## src/rtl/load_store_unit_pkg.sv

```systemverilog
// -----------------------------------------------------------------------------
// load_store_unit_pkg
// Shared types for the load/store unit: the memory operation encoding, the
// FSM state encoding, the wait-counter width and small decode helpers used by
// both the top level and the lane-alignment logic.
// -----------------------------------------------------------------------------
package load_store_unit_pkg;

  // Memory operation carried with each request from the ALU stage.
  typedef enum logic [2:0] {
    LSU_LB  = 3'd0,
    LSU_LBU = 3'd1,
    LSU_LH  = 3'd2,
    LSU_LHU = 3'd3,
    LSU_LW  = 3'd4,
    LSU_SB  = 3'd5,
    LSU_SH  = 3'd6,
    LSU_SW  = 3'd7
  } lsu_op_t;

  // Transaction sequencer states.
  typedef enum logic [1:0] {
    ST_IDLE = 2'd0,
    ST_BUS  = 2'd1,
    ST_RESP = 2'd2
  } lsu_state_t;

  localparam int unsigned WAIT_CNT_W = 16;

  // True for operations that read memory.
  function automatic logic lsu_is_load(input lsu_op_t op);
    case (op)
      LSU_LB, LSU_LBU, LSU_LH, LSU_LHU, LSU_LW: return 1'b1;
      default:                                  return 1'b0;
    endcase
  endfunction

  // True when the low address bits do not match the access size.
  function automatic logic lsu_misaligned(input lsu_op_t op, input logic [1:0] lo);
    case (op)
      LSU_LH, LSU_LHU, LSU_SH: return lo[0];
      LSU_LW, LSU_SW:          return (lo != 2'b00);
      default:                 return 1'b0;
    endcase
  endfunction

endpackage

```

## src/rtl/load_store_unit_lane_align.sv

```systemverilog
// -----------------------------------------------------------------------------
// lsu_lane_align
// Purely combinational little-endian lane handling for the load/store unit.
//   Store side : st_op, st_sel (addr[1:0]), st_wdata -> byteenable, store_data
//   Load side  : ld_op, ld_sel (addr[1:0]), ld_rdata -> load_data (extended)
// Halfword ops only look at sel[1], so a set bit0 is ignored; word ops ignore
// both low bits.
// -----------------------------------------------------------------------------
module lsu_lane_align
  import load_store_unit_pkg::*;
(
  input  logic [2:0]  st_op,
  input  logic [1:0]  st_sel,
  input  logic [31:0] st_wdata,
  output logic [3:0]  byteenable,
  output logic [31:0] store_data,
  input  logic [2:0]  ld_op,
  input  logic [1:0]  ld_sel,
  input  logic [31:0] ld_rdata,
  output logic [31:0] load_data
);

  lsu_op_t     st_op_s;
  lsu_op_t     ld_op_s;
  logic [7:0]  ld_byte_s;
  logic [15:0] ld_half_s;

  assign st_op_s = lsu_op_t'(st_op);
  assign ld_op_s = lsu_op_t'(ld_op);

  // Lane enables from access size and byte offset.
  always_comb begin
    byteenable = 4'b0000;
    case (st_op_s)
      LSU_LB, LSU_LBU, LSU_SB: byteenable = 4'b0001 << st_sel;
      LSU_LH, LSU_LHU, LSU_SH: byteenable = st_sel[1] ? 4'b1100 : 4'b0011;
      LSU_LW, LSU_SW:          byteenable = 4'b1111;
      default:                 byteenable = 4'b0000;
    endcase
  end

  // Replicate store data across all lanes; byteenable picks the live ones.
  always_comb begin
    store_data = 32'd0;
    case (st_op_s)
      LSU_SB:  store_data = {4{st_wdata[7:0]}};
      LSU_SH:  store_data = {2{st_wdata[15:0]}};
      LSU_SW:  store_data = st_wdata;
      default: store_data = 32'd0;
    endcase
  end

  // Select the addressed byte lane of the read data.
  always_comb begin
    ld_byte_s = 8'd0;
    case (ld_sel)
      2'b00:   ld_byte_s = ld_rdata[7:0];
      2'b01:   ld_byte_s = ld_rdata[15:8];
      2'b10:   ld_byte_s = ld_rdata[23:16];
      2'b11:   ld_byte_s = ld_rdata[31:24];
      default: ld_byte_s = 8'd0;
    endcase
  end

  assign ld_half_s = ld_sel[1] ? ld_rdata[31:16] : ld_rdata[15:0];

  // Extend the selected lane(s) to a full register value.
  always_comb begin
    load_data = 32'd0;
    case (ld_op_s)
      LSU_LB:  load_data = {{24{ld_byte_s[7]}}, ld_byte_s};
      LSU_LBU: load_data = {24'd0, ld_byte_s};
      LSU_LH:  load_data = {{16{ld_half_s[15]}}, ld_half_s};
      LSU_LHU: load_data = {16'd0, ld_half_s};
      LSU_LW:  load_data = ld_rdata;
      default: load_data = 32'd0;
    endcase
  end

endmodule

```

## src/rtl/load_store_unit.sv

```systemverilog
// -----------------------------------------------------------------------------
// load_store_unit
// Memory-access stage: accepts one load/store from the ALU, runs a single
// Avalon-style bus transaction (strobes held through waitrequest) and returns
// an extended load result or store completion to writeback.
//
// Ports
//   clk, reset_n_i                 clock, synchronous active-low reset
//   req_valid_i / req_ready_o      request handshake (ready only in IDLE)
//   req_op_i, req_addr_i,
//   req_wdata_i, req_reg_i         operation, byte address, store data, dest
//   resp_valid_o, resp_rdata_o,
//   resp_reg_o, resp_we_o,
//   resp_err_o                     one-cycle completion to writeback
//   bus_*                          data bus master (word address, lanes)
//
// Parameters
//   WAIT_LIMIT  max wait cycles before a timeout error; 0 disables it.
//
// Build option
//   LSU_ADDR_CHECK_EN  when defined, misaligned H/W requests complete with an
//                      error and no bus cycle; otherwise low bits are ignored.
// -----------------------------------------------------------------------------
module load_store_unit
  import load_store_unit_pkg::*;
#(
  parameter int WAIT_LIMIT = 0
) (
  input  logic        clk,
  input  logic        reset_n_i,
  input  logic        req_valid_i,
  output logic        req_ready_o,
  input  logic [2:0]  req_op_i,
  input  logic [31:0] req_addr_i,
  input  logic [31:0] req_wdata_i,
  input  logic [4:0]  req_reg_i,
  output logic        resp_valid_o,
  output logic [31:0] resp_rdata_o,
  output logic [4:0]  resp_reg_o,
  output logic        resp_we_o,
  output logic        resp_err_o,
  output logic [31:0] bus_address_o,
  output logic        bus_read_o,
  output logic        bus_write_o,
  output logic [3:0]  bus_byteenable_o,
  output logic [31:0] bus_writedata_o,
  input  logic [31:0] bus_readdata_i,
  input  logic        bus_waitrequest_i
);

  localparam logic            WD_EN_C = (WAIT_LIMIT != 0);
  localparam logic [WAIT_CNT_W:0] LIMIT_C = (WAIT_CNT_W+1)'(WAIT_LIMIT);

  lsu_state_t            state_r;
  lsu_state_t            next_state_s;
  logic [2:0]            op_r;
  logic [1:0]            addr_lo_r;
  logic [4:0]            reg_r;
  logic [WAIT_CNT_W-1:0] cnt_r;
  logic [WAIT_CNT_W:0]   cnt_inc_s;

  logic        resp_valid_r;
  logic [31:0] resp_rdata_r;
  logic [4:0]  resp_reg_r;
  logic        resp_we_r;
  logic        resp_err_r;
  logic [31:0] bus_address_r;
  logic        bus_read_r;
  logic        bus_write_r;
  logic [3:0]  bus_byteenable_r;
  logic [31:0] bus_writedata_r;

  logic        accept_s;
  logic        addr_err_s;
  logic        req_is_load_s;
  logic        strobe_s;
  logic        done_s;
  logic        timeout_s;
  logic [3:0]  be_s;
  logic [31:0] store_data_s;
  logic [31:0] load_data_s;

  assign req_ready_o   = (state_r == ST_IDLE);
  assign accept_s      = req_valid_i & req_ready_o;
  assign req_is_load_s = lsu_is_load(lsu_op_t'(req_op_i));

`ifdef LSU_ADDR_CHECK_EN
  assign addr_err_s = lsu_misaligned(lsu_op_t'(req_op_i), req_addr_i[1:0]);
`else
  assign addr_err_s = 1'b0;
`endif

  assign strobe_s  = bus_read_r | bus_write_r;
  assign done_s    = (state_r == ST_BUS) & strobe_s & ~bus_waitrequest_i;
  assign cnt_inc_s = {1'b0, cnt_r} + {{WAIT_CNT_W{1'b0}}, 1'b1};
  // Fires on the edge that would complete the WAIT_LIMIT-th wait cycle, so the
  // strobe is visible for exactly WAIT_LIMIT stalled cycles.
  assign timeout_s = WD_EN_C & (state_r == ST_BUS) & strobe_s & bus_waitrequest_i
                     & (cnt_inc_s >= LIMIT_C);

  lsu_lane_align u_lane_align (
    .st_op      (req_op_i),
    .st_sel     (req_addr_i[1:0]),
    .st_wdata   (req_wdata_i),
    .byteenable (be_s),
    .store_data (store_data_s),
    .ld_op      (op_r),
    .ld_sel     (addr_lo_r),
    .ld_rdata   (bus_readdata_i),
    .load_data  (load_data_s)
  );

  // Next-state decode for the transaction sequencer.
  always_comb begin
    next_state_s = state_r;
    case (state_r)
      ST_IDLE: begin
        if (accept_s) begin
          if (addr_err_s) begin
            next_state_s = ST_RESP;
          end else begin
            next_state_s = ST_BUS;
          end
        end else begin
          next_state_s = ST_IDLE;
        end
      end
      ST_BUS: begin
        if (done_s || timeout_s) begin
          next_state_s = ST_RESP;
        end else begin
          next_state_s = ST_BUS;
        end
      end
      ST_RESP: next_state_s = ST_IDLE;
      default: next_state_s = ST_IDLE;
    endcase
  end

  // State, request capture, registered bus/response outputs and wait counter.
  always_ff @(posedge clk) begin
    if (!reset_n_i) begin
      state_r          <= ST_IDLE;
      op_r             <= 3'd0;
      addr_lo_r        <= 2'd0;
      reg_r            <= 5'd0;
      cnt_r            <= '0;
      resp_valid_r     <= 1'b0;
      resp_rdata_r     <= 32'd0;
      resp_reg_r       <= 5'd0;
      resp_we_r        <= 1'b0;
      resp_err_r       <= 1'b0;
      bus_address_r    <= 32'd0;
      bus_read_r       <= 1'b0;
      bus_write_r      <= 1'b0;
      bus_byteenable_r <= 4'd0;
      bus_writedata_r  <= 32'd0;
    end else begin
      state_r      <= next_state_s;
      // Response fields live for a single cycle unless reloaded below.
      resp_valid_r <= 1'b0;
      resp_rdata_r <= 32'd0;
      resp_reg_r   <= 5'd0;
      resp_we_r    <= 1'b0;
      resp_err_r   <= 1'b0;
      case (state_r)
        ST_IDLE: begin
          if (accept_s) begin
            op_r      <= req_op_i;
            addr_lo_r <= req_addr_i[1:0];
            reg_r     <= req_reg_i;
            cnt_r     <= '0;
            if (addr_err_s) begin
              resp_valid_r <= 1'b1;
              resp_err_r   <= 1'b1;
              resp_reg_r   <= req_reg_i;
            end else begin
              bus_address_r    <= {req_addr_i[31:2], 2'b00};
              bus_read_r       <= req_is_load_s;
              bus_write_r      <= ~req_is_load_s;
              bus_byteenable_r <= be_s;
              bus_writedata_r  <= req_is_load_s ? 32'd0 : store_data_s;
            end
          end
        end
        ST_BUS: begin
          if (done_s || timeout_s) begin
            bus_address_r    <= 32'd0;
            bus_read_r       <= 1'b0;
            bus_write_r      <= 1'b0;
            bus_byteenable_r <= 4'd0;
            bus_writedata_r  <= 32'd0;
            resp_valid_r     <= 1'b1;
            resp_reg_r       <= reg_r;
            if (done_s) begin
              resp_we_r    <= lsu_is_load(lsu_op_t'(op_r));
              resp_rdata_r <= load_data_s;
            end else begin
              resp_err_r   <= 1'b1;
            end
          end else if (bus_waitrequest_i && (cnt_r != {WAIT_CNT_W{1'b1}})) begin
            cnt_r <= cnt_inc_s[WAIT_CNT_W-1:0];
          end
        end
        default: begin
        end
      endcase
    end
  end

  assign resp_valid_o     = resp_valid_r;
  assign resp_rdata_o     = resp_rdata_r;
  assign resp_reg_o       = resp_reg_r;
  assign resp_we_o        = resp_we_r;
  assign resp_err_o       = resp_err_r;
  assign bus_address_o    = bus_address_r;
  assign bus_read_o       = bus_read_r;
  assign bus_write_o      = bus_write_r;
  assign bus_byteenable_o = bus_byteenable_r;
  assign bus_writedata_o  = bus_writedata_r;

endmodule
```

## config.mk

```make
export PLATFORM = sky130hd
export DESIGN_NAME = load_store_unit
export DESIGN_NICKNAME = d
export VERILOG_FILES = /design/src/rtl/load_store_unit_pkg.sv /design/src/rtl/load_store_unit_lane_align.sv /design/src/rtl/load_store_unit.sv
export SDC_FILE = /design/constraint.sdc
export NUM_CORES = 1
export LEC_CHECK = 0
export ABC_AREA = 1
export CAP_MARGIN = 20
export CORE_MARGIN = 1
export CORE_UTILIZATION = 55
export CTS_BUF_LIST = sky130_fd_sc_hd__clkbuf_8
export CTS_CLUSTER_DIAMETER = 30
export DETAILED_ROUTE_END_ITERATION = 7
export DONT_BUFFER_PORTS = 1
export HOLD_SLACK_MARGIN = 0.02
export PLACE_DENSITY = 0.7
export SLEW_MARGIN = 20
export SYNTH_ARGS = -nofsm -noshare
export SYNTH_HDL_FRONTEND = slang
export SYNTH_SLANG_ARGS = --single-unit
```

## constraint.sdc

```tcl
create_clock -name clk -period 1.7 [get_ports clk]
set_clock_uncertainty 0.1 [all_clocks]
set_input_delay 0.425 -clock clk [delete_from_list [all_inputs] [get_ports clk]]
set_output_delay 0.425 -clock clk [all_outputs]
set_load 0.1 [all_outputs]
```

==> Yosys cells after proc, flatten, opt, wreduce, memory -nomap -nowiden <==
Cells that the tools add are included.
{ "word_totals": {"out_inout_bits": 111, "word_cells": 77, "ff_bits": 121} }
{ "op_classes": {"mux": 26, "n_reduce_logical": 14, "n_shift": 1, "bitwise_logic": 6, "n_eq_ne": 17} }
{ "op_table": {"columns": ["cell", "count"], "rows": [
  ["$pmux 32 s5", 1],
  ["$mux 32", 4],
  ["$pmux 32 s2", 2],
  ["$pmux 32 s3", 1],
  ["$pmux 8 s4", 1],
  ["$mux 16", 1],
  ["$eq 3x3->1 const B", 5],
  ["$eq 3x2->1 const B", 4],
  ["$mux 4", 3],
  ["$pmux 4 s3", 1],
  ["$reduce_or 5->1", 2],
  ["$pmux 4 s2", 1],
  ["$mux 1", 7],
  ["$eq 3x1->1 const B", 2],
  ["$logic_not 3->1", 2],
  ["$reduce_and 3->1", 2],
  ["$reduce_or 3->1", 2],
  ["$eq 2x1->1 const B", 2],
  ["$eq 2x2->1 const B", 2],
  ["$logic_not 2->1", 2],
  ["$pmux 1 s2", 2],
  ["$pmux 2 s2", 1],
  ["$reduce_and 2->1", 2],
  ["$shl 1x2->4 const A", 1],
  ["8 further kinds", 11]
]} }

==> Longest topological paths before layout <==
{ "depth": {"ltp_word": 6, "mapped_depth": 9} }

==> By module <==
A second synthesis with hierarchy kept.
{ "unflattened": {"cells_unflattened": 897, "area_unflattened_um2": 5834.3} }
{ "modules_own_cells": {"columns": ["mod", "area_each_um2", "seq_area_each_um2", "n_inst", "cells_per_inst"], "rows": [
  ["load_store_unit", 4633.2, 2382.3, 1, 632],
  ["lsu_lane_align", 1201.2, 0.0, 1, 265]
]} }

==> Worst setup path after synthesis <==
Ideal clock, no wire load.
{ "synth_path": {"path_kind": "register to register", "start": "register state_r[1]", "end": "register bus_writedata_r[14] (netlist: bus_writedata_o[14])", "slack_ns": -1.004, "stages_incl_launch_ff": 7, "t_arrival_ns": 2.534, "path_buffers": 1, "cell_sequence": "dfxtp_1 -> nor2_1 -> nand2_2 -> nor2_4 -> buf_4 -> nand2_1 -> a21oi_1"} }
{ "synth_via": {"word_cells_on_any_way": 10, "classes_between": "eq/ne (3); mux (1); bitwise (3); reduce/logical (3)"} }
{ "synth_lines": {"columns": ["item", "line_no", "rtl"], "rows": [
  ["start, declared", "load_store_unit.sv:54", "lsu_state_t state_r;"],
  ["start signal, assigned", "load_store_unit.sv:159", "state_r <= next_state_s;"],
  ["$logic_not 2->1 *", "load_store_unit.sv:83", "assign req_ready_o = (state_r == ST_IDLE);"],
  ["via req_ready_o", "load_store_unit.sv:32", "output logic req_ready_o,"],
  ["$and 1x1->1", "load_store_unit.sv:84", "assign accept_s = req_valid_i & req_ready_o;"],
  ["$ne 2x1->1 (no source line)", null, null],
  ["$reduce_and 3->1 (no source line)", null, null],
  ["end signal, assigned", "load_store_unit.sv:182", "bus_writedata_r <= req_is_load_s ? 32'd0 : store_data_s;"],
  ["end, declared", "load_store_unit.sv:71", "logic [31:0] bus_writedata_r;"]
]} }
The timed path passes the listed nets; every way through them passes the cells marked *.
A chain may end at the register's enable or synchronous reset.

==> Final worst setup path <==
{ "layout_path": {"start": "register state_r[1]", "end": "output port req_ready_o"} }
{ "layout_via": {"elab_chain_len": 1} }
{ "layout_lines": {"columns": ["item", "line_no"], "rows": [
  ["$logic_not 2->1", "load_store_unit.sv:83"],
  ["end, declared", "load_store_unit.sv:32"]
]} }
No other way between the ends.

==> metrics list <==
- The run finished, with violations left.
- Violated checks: DRC
* Static Leakage: between 2 and 3 nW
* RSZ-0062 raised after global routing: yes
- Startpoint types: flop
- Number of buffer cells added on primary ports: 0
- After synthesis the netlist holds a flip-flop and latch count of 119.
* Clock Tree Root: sky130_fd_sc_hd__clkbuf_8
- Fill cell total of the finished layout: 719
* Antenna violation net count after detailed routing: 0
- In this run the power density over the cells is around 1100 mW/mm2.
* CP Max Fanout: 2
- Pin placement for this block handled ~220 I/O pins.
- The share of the Yosys chip area taken by registers is 0.469.
- Residual DRC count: 12
- Routability-driven placement congestion ratio: 0.912
- VDD sags by at most around 0.00072 V.
- Post-DR wirelength/cell: 14.9 um
- In this design, the stage delay of the slowest critical-path cell is 0.34 ns.
- Area growth, synth to finish: 26.1%
- TritonCTS created 17 clock buffers.
- The number of buffers and inverters on the critical path is 1.
- Summed over all layers, the routed wires come to 14000 um.
* Max cap viols: 0
- The via count of the first global-routing pass is ~4900.
- The initial utilization of the core area, before any placement, comes to 0.574.
- The first global-routing pass estimated roughly 22000 um of wire.
- Total global routing track utilization: 0.289
- The number of antenna violations at the first check in global routing is 0.
- The share of synthesized area in the top cell type comes to 0.469.
- Max stage delay cell, worst path: sky130_fd_sc_hd__dfxtp_2
* End-of-flow core utilization: 0.724
- Dividing the final minimum period by the clock period gives 0.970.
* Post-synth EDFFs: 0
* Number of DRC markers in iteration 0: ~420
- After global routing the overflow that remains totals 0.
- CTS built an H-tree with a depth of 4.
- In the routed layout, each cell is associated on average with a via count of between 5 and 6.
* CP cell instances: nor2_4 -> buf_12
* Data arrival time of the critical path: around 1.1 ns
- Post-layout minimum cycle time: about 1.6 ns
- The final number of max-transition violations was 0.
* Ys async rst share: 0
* Gate Count Post-Synth: 719
- The most used flip-flop cell after synthesis is sky130_fd_sc_hd__dfxtp_1.
- The die covers between 0.009 and 0.01 mm2.
* Site row count: 34
- Area of the multi-input gates: between 0.002 and 0.0025 mm2
- The floorplan step defined a core boundary enclosing between 0.008 and 0.009 mm2.
- The worst setup path is captured at an output port.
- The number of different library cells used by synthesis comes to 21.
- Clock Sink Count: 119
* Clock buffer depth: 2
- Clock-pin slew was measured on the worst setup and hold paths at roughly 0.07 ns.
- The repair_antennas step left the layout with diodes totalling 0.
- The number of hold violations in the final report came to 0.
- Most instantiated library cell after synthesis: sky130_fd_sc_hd__nand2_1
- Synthesized area: between 0.005 and 0.006 mm2
- Dividing the synthesized area by the synthesized cell count gives 7.07 um2.
* Max Clock Freq: roughly 0.61 GHz
* Top Family by Delay on Critical Path: flip-flops
- Worst Hold Class: in2reg
- TritonCTS built the clock tree.
- Die Wd: approximately 98 um
- The HPWL after detailed placement is ~9800 um.
* Top post-synthesis cells by count: sky130_fd_sc_hd__nand2_1 (188), sky130_fd_sc_hd__nand3_1 (120), sky130_fd_sc_hd__dfxtp_1 (119), sky130_fd_sc_hd__a21oi_1 (112), sky130_fd_sc_hd__inv_1 (45)
* Number of nets in the final layout: about 900
- At the later pin of the worst-skew pair, clock insertion delay measures around 0.42 ns.
* Slack of the worst reg-to-reg path: 0.18 ns
- In the final layout, flip-flops and latches occupy 0.00239 mm2.
- The first detailed-routing pass ran for 8 iterations.
- In the final layout, the share of cells above drive strength 1 is 0.209.
- Leading cell types by total area after synthesis: sky130_fd_sc_hd__dfxtp_1 (47%), sky130_fd_sc_hd__nand2_1 (14%), sky130_fd_sc_hd__nand3_1 (12%)
* Pin count of the biggest net entering global routing: 70
* Final-report setup violation count: 0
* Critical Path RT: around 1.2 ns
- Path type of the worst setup path: reg2out
- Total power for the finished layout comes to 7.05 mW.
* Die H: slightly below 100 um
* Leading area contributor after synthesis: sky130_fd_sc_hd__dfxtp_1
- The Yosys step of the flow raised 0 warnings.
- The routed layout has ~5100 vias.
final timing paths:
path / from / end / cells after the start
setup / recovery: state_r[1] / req_ready_o / 2
hold reg to reg: reg_r[1] / resp_reg_o[1] / 2
setup reg to reg: state_r[1] / bus_writedata_o[29] / 6
hold / removal: reset_n_i / addr_lo_r[1] / 2
state kept, by name (all words and copies together), names as in the netlist:
register          count
bus_writedata_o      32
resp_valid_o          1
state_r               2
bus_byteenable_o      4
reg_r                 5
bus_address_o        30
bus_read_o            1
resp_reg_o            5
addr_lo_r             2
resp_we_o             1
op_r                  3
bus_write_o           1
resp_rdata_o         32
per-stage QoR:
| step | instance area (um2) | setup WS, ns | cells | hold WS [ns] | setup TNS (ns) |
|---|---|---|---|---|---|
| 2_1_floorplan | 5100 | 0.00496 | 721 | 0.316 | 0 |
| 4_1_cts | 6390 | 0.00964 | 935 | 0.0210 | 0 |
| 3_5_place_dp | 5950 | 0.223 | 902 | 0.334 | 0 |
| 5_1_grt | 6410 | -0.00444 | 936 | 0.0226 | -0.00444 |
| 6_report | 6410 | 0.0506 | 936 | 0.0350 | 0 |
| 3_3_place_gp | 5950 | 0.269 | 902 | 0.325 | 0 |
where the power goes:
group	leakage, nW	switching (mW)	internal (mW)
sequential	0.969	0.0458	2.89
combinational	1.71	1.14	0.332
clock	0.191	1.19	1.45
total	2.87	2.38	4.67
routing by layer:
metal	vias to the layer above	GRT usage	part of all wire
met4	0	0.127	0.022
met1	2349	0.310	0.36
met5	-	0	0
li1	2523	-	-
met2	228	0.524	0.52
met3	31	0.0895	0.095
cell type report:
class                           count  share of cell area
Sequential cell                   119               0.372
Multi-Input combinational cell    503               0.357
Timing Repair Buffer              126               0.157
Clock buffer                       17              0.0365
Tap cell                          108              0.0211
Clock inverter                     14              0.0275
Inverter                           49              0.0293
cell families after synthesis:
| family | after synthesis | synth area share |
|---|---|---|
| other cells | 1 | 0.000738 |
| compound gates | 135 | 0.133 |
| simple gates | 365 | 0.312 |
| flops | 119 | 0.469 |
| buf+inv | 99 | 0.0859 |
timing repair:
item	4_1_cts	5_1_grt
gates cloned	0	0
setup buffers	0	0
gates resized for setup	2	3
hold endpoints to repair	4	1
endpoints found under the setup margin	1	2
pin swaps	0	1
hold buffers	2	1
layout by cell type, fill, tap and decap left out, drive strengths merged:
cell,netlist,layout
a21oi,112,112
and2,1,1
buf,23,123
bufinv,0,3
clkbuf,27,17
clkinv,2,5
clkinvlp,0,6
conb,1,3
dfxtp,119,119
dlygate4sd3,0,3
inv,47,49
nand2,192,192
nand3,120,120
nor2,50,50
nor3,2,2
o21ai,23,23
Power figures use the tool's default switching activity.
